## config.mk

```make
export PLATFORM = sky130hd
export DESIGN_NAME = regfile_dump
export DESIGN_NICKNAME = d
export VERILOG_FILES = /design/src/rtl/regfile_dump.sv
export SDC_FILE = /design/constraint.sdc
export NUM_CORES = 1
export LEC_CHECK = 0
export BUFFER_PORTS_ARGS = -buffer_cell sky130_fd_sc_hd__buf_2
export CAP_MARGIN = 20
export CORE_UTILIZATION = 30
export DETAILED_ROUTE_END_ITERATION = 8
export PLACE_DENSITY_LB_ADDON = 0.05
export SKIP_CTS_REPAIR_TIMING = 1
export SLEW_MARGIN = 15
export SYNTH_ARGS = -nofsm -noshare
export SYNTH_HDL_FRONTEND = slang
export SYNTH_SLANG_ARGS = --single-unit
export TNS_END_PERCENT = 50
```

## constraint.sdc

```tcl
create_clock -name Clk -period 2.03 [get_ports Clk]
set_input_delay 0.1015 -clock Clk [delete_from_list [all_inputs] [get_ports Clk]]
set_output_delay 0.1015 -clock Clk [all_outputs]
set_load 0.005 [all_outputs]
```

## src/rtl/regfile_dump.sv

```systemverilog
// Sequential debug reader: walks FIRST_REG..LAST_REG over the register file A port and streams values on valid/ready.
// Optional trailing XOR checksum beat (DumpAddr=31) when REGDUMP_CHECKSUM_EN is defined.
module regfile_dump #(
  parameter int unsigned FIRST_REG = 0,
  parameter int unsigned LAST_REG  = 30
) (
  input  logic        Clk,
  input  logic        ResetN,
  input  logic        Start,
  output logic [4:0]  RA,
  input  logic [63:0] BusA,
  output logic [63:0] DumpData,
  output logic [4:0]  DumpAddr,
  output logic        DumpValid,
  input  logic        DumpReady,
  output logic        DumpLast,
  output logic        Busy,
  output logic        Done
);

  localparam logic [4:0] LP_FIRST = FIRST_REG[4:0];
  localparam logic [4:0] LP_LAST  = LAST_REG[4:0];

  typedef enum logic [2:0] {
    S_IDLE,
    S_READ,
    S_SEND,
`ifdef REGDUMP_CHECKSUM_EN
    S_CSUM,
`endif
    S_DONE
  } state_t;

  state_t      r_state;
  state_t      w_state_nxt;
  logic [4:0]  r_ra;
  logic [63:0] r_data;
  logic [4:0]  r_addr;
  logic        r_valid;
  logic        r_last;
  logic        w_hs;
  logic        w_at_last;
`ifdef REGDUMP_CHECKSUM_EN
  logic [63:0] r_acc;
`endif

  assign w_hs      = r_valid & DumpReady;
  assign w_at_last = (r_ra == LP_LAST);

  always_ff @(posedge Clk or negedge ResetN) begin
    if (!ResetN) r_state <= S_IDLE;
    else         r_state <= w_state_nxt;
  end

  always_comb begin
    w_state_nxt = r_state;
    case (r_state)
      S_IDLE: if (Start) w_state_nxt = S_READ;
      S_READ: w_state_nxt = S_SEND;
      S_SEND: begin
        if (w_hs) begin
          if (w_at_last) begin
`ifdef REGDUMP_CHECKSUM_EN
            w_state_nxt = S_CSUM;
`else
            w_state_nxt = S_DONE;
`endif
          end else begin
            w_state_nxt = S_READ;
          end
        end
      end
`ifdef REGDUMP_CHECKSUM_EN
      S_CSUM: if (w_hs) w_state_nxt = S_DONE;
`endif
      S_DONE:  w_state_nxt = S_IDLE;
      default: w_state_nxt = S_IDLE;
    endcase
  end

  always_ff @(posedge Clk or negedge ResetN) begin
    if (!ResetN) begin
      r_ra    <= '0;
      r_data  <= '0;
      r_addr  <= '0;
      r_valid <= 1'b0;
      r_last  <= 1'b0;
`ifdef REGDUMP_CHECKSUM_EN
      r_acc   <= '0;
`endif
    end else begin
      case (r_state)
        S_IDLE: begin
          if (Start) begin
            r_ra <= LP_FIRST;
`ifdef REGDUMP_CHECKSUM_EN
            r_acc <= '0;
`endif
          end
        end
        S_READ: begin
          r_data  <= BusA;
          r_addr  <= r_ra;
          r_valid <= 1'b1;
`ifdef REGDUMP_CHECKSUM_EN
          r_last  <= 1'b0;
`else
          r_last  <= w_at_last;
`endif
        end
        S_SEND: begin
          if (w_hs) begin
            r_valid <= 1'b0;
            if (!w_at_last) r_ra <= r_ra + 5'd1;
`ifdef REGDUMP_CHECKSUM_EN
            r_acc <= r_acc ^ r_data;
            // Checksum beat is presented straight off the last handshake, costing one cycle
            if (w_at_last) begin
              r_data  <= r_acc ^ r_data;
              r_addr  <= 5'd31;
              r_last  <= 1'b1;
              r_valid <= 1'b1;
            end
`endif
          end
        end
`ifdef REGDUMP_CHECKSUM_EN
        S_CSUM: if (w_hs) r_valid <= 1'b0;
`endif
        default: ;
      endcase
    end
  end

  assign RA        = r_ra;
  assign DumpData  = r_data;
  assign DumpAddr  = r_addr;
  assign DumpValid = r_valid;
  assign DumpLast  = r_last;
  assign Busy      = (r_state != S_IDLE);
  assign Done      = (r_state == S_DONE);

endmodule

```

==> impl_metrics.env <==
export IMPL_status="complete, no violations"
export IMPL_period_share_pct=73.6
export IMPL_synth_distinct_cells=28
export IMPL_ys_seq_area_share_pct=57.0
export IMPL_antenna_found_initial=0
export IMPL_drv_cap=0
export IMPL_clock_sinks=78
export IMPL_skew_ps=7.39
export IMPL_worst_path_max_fanout=12
export IMPL_syn_mean_instance_area_um2=17.6
export IMPL_layout_common_cells="buf_2, dfrtp_1, mux2_4"
export IMPL_max_freq_mhz=669
export IMPL_drt_first_pass_iters=4
export IMPL_die_y_um=109
export IMPL_numCtsBuffers=9
export IMPL_antenna_cells=0
export IMPL_design_core_area_um2=11000
export IMPL_clk_pin_slew_worst_paths_ps=60
export IMPL_reg2reg_depth=3
export IMPL_slowest_delay_ps=450
export IMPL_via_per_inst=4.36
export IMPL_areaGrowthSynthToFinish_pct=37.0
export IMPL_synth_top_area_cell="dfrtp_1"
export IMPL_syn_cell_area_um2=3430
export IMPL_drive_gt1_share_pct=66.4
export IMPL_worst_slew_pin_slew_ps=460
export IMPL_synthFlopType="dfrtp_1"
export IMPL_synthCells=195
export IMPL_drtIter0Drc=44
export IMPL_start_util_pct=31.2
export IMPL_grt_pass1_wl_mm=11.3
export IMPL_grt_usage_pct=12.7
export IMPL_p_switching_w=0.00216
export IMPL_layout_commonest_cell="buf_2"
export IMPL_comb_power_share_pct=41.2
export IMPL_syn_num_nets=265
export IMPL_cts_tree="done"
export IMPL_period_minus_slack_ps=1490
export IMPL_finalHoldViolCount=0
export IMPL_slew_headroom_pct=69.3
export IMPL_pwr_share_clk_pct=21.9
export IMPL_swShare_pct=28.9
export IMPL_die_x_um=109
export IMPL_cts_htree_levels=3
export IMPL_p_int_w=0.00532
export IMPL_design_portCount=146
export IMPL_report_final_setup_viol=0
export IMPL_crit_type="flop to flop"
export IMPL_p_per_area_nw_per_um2=1590
export IMPL_crit_chain="nor2b_4 -> buf_4 -> mux2_2"
export IMPL_place_gp_congestion=0.703
export IMPL_cellLeakagePower_nw=2.39
export IMPL_peakVddDrop_uv=551
export IMPL_grt_pass1_vias=2204
export IMPL_wl_per_cell_um=14.8
export IMPL_grt_overflow_total=0
export IMPL_ys_ff_latch=78
export IMPL_wl_mm=7.48
export IMPL_ant_nets=0
export IMPL_yosys_warnings=0
export IMPL_nNetsFinal=431
export IMPL_hold_path_class="input port to flop"
export IMPL_grt_max_degree=46
export IMPL_slowest_stage="dfrtp_1"
export IMPL_clkLatencyLatePin_ps=330
export IMPL_vias=2204
export IMPL_critPathCaptureType="flop"
export IMPL_setup_tns_ps=0
export IMPL_route_detailed_drc=0
export IMPL_fillers=1002
export IMPL_dieArea_um2=11900
export IMPL_synthTopCellsByArea="dfrtp_1, mux2_4, buf_12, ha_1, nand3_1"
export IMPL_clk_path_buf_depth=2
export IMPL_dp_hpwl_mm=5.21
export IMPL_synth_top_area_share_pct=57.0
export IMPL_crit_path_start_kind="flop"
export IMPL_required_ps=2240
export IMPL_rsz0062_at_grt="false"
export IMPL_portBuffers=145
export IMPL_whs_path_depth=2
export IMPL_worstPathArrival_ps=1710
export IMPL_finalPower_w=0.00748
export IMPL_maxSlewViolCount=0
export IMPL_fp_row_count=38
export IMPL_seqPwrFrac_pct=36.9
export IMPL_cts_root_buf="clkbuf_16"
export IMPL_synthArstFlopShare_pct=100
export IMPL_synth_edf_count=0
path summary, 6_finish.rpt:
path,endpoint,slack (ps),from
max,DumpData[42],540,r_state[0]
min,DumpData[8],3,BusA[8]
max reg2reg,DumpData[42],540,r_state[0]
min reg2reg,DumpData[51],500,DumpData[51]
max in group asynchronous,DumpData[38],1150,ResetN
min in group asynchronous,DumpData[9],270,ResetN
layout make-up:
| cell class | count | area, um^2 | share of cell area (%) |
|---|---|---|---|
| Sequential cell | 78 | 1950 | 41.6 |
| Multi-Input combinational cell | 104 | 1300 | 27.7 |
| Timing Repair Buffer | 164 | 943 | 20.1 |
| Clock buffer | 12 | 256 | 5.46 |
| Tap cell | 140 | 175 | 3.73 |
| Clock inverter | 4 | 53.8 | 1.15 |
| Inverter | 4 | 15.0 | 0.320 |
per-stage QoR:
stage | area (um^2) | worst slack [ps] | cells | hold slack [ps] | util, %
2_1_floorplan | 3430 | 718 | 195 | -194 | -
3_3_place_gp | 4250 | 577 | 476 | 94.1 | 38.7
5_1_grt | 4700 | 464 | 506 | 0.201 | 42.8
3_5_place_dp | 4250 | 551 | 476 | 89.8 | 38.7
6_report | 4700 | 535 | 506 | 3.05 | 42.8
4_1_cts | 4560 | 525 | 492 | -269 | 41.5
synth_stat cells (2+ instances only):
cell type	count
nand3_1	5
o21ai_0	3
nand4_1	2
mux2_4	69
o211ai_1	2
buf_12	8
and4_1	2
inv_1	4
ha_1	2
a21oi_1	3
dfrtp_1	78
sequential cells by signal, summed over array words and instances (netlist names):
name       flops
DumpLast       1
RA             5
r_state        2
DumpData      64
DumpValid      1
DumpAddr       5
kinds of logic after synthesis:
family	after synthesis	synth area share [%]
AOI/OAI and AO/OA	13	2.66
and+or+nand+nor	19	3.83
adders and majority gates	2	0.730
buffers and inverters	13	5.26
DFF	78	57.0
muxes	70	30.6
critical path: cells and delay by family (launching register included):
family,cells,cell delay [ps]
buffers and inverters,1,290
and+or+nand+nor,1,280
DFF,1,450
muxes,1,360
routing by layer:
metal  routed length [um]  share of wire [%]  up-vias  track usage (%)
met4                  116                1.6        0             6.08
li1                     -                  -     1032                -
met3                  497                6.6       10             3.29
met5                    0                  0        -                0
met1                 3470                 46     1081             17.3
met2                 3400                 45       81             18.8
power groups by stage:
stage	Combinational (W)	Sequential, W	Clock, W
after floorplan	0.00214	0.00279	0
after global placement	0.00311	0.00276	0
after detailed placement	0.00311	0.00276	0
after CTS	0.00312	0.00276	0.00170
after global routing	0.00334	0.00286	0.00177
final	0.00308	0.00276	0.00164
Note: power is estimated with default switching activity, not from simulation.
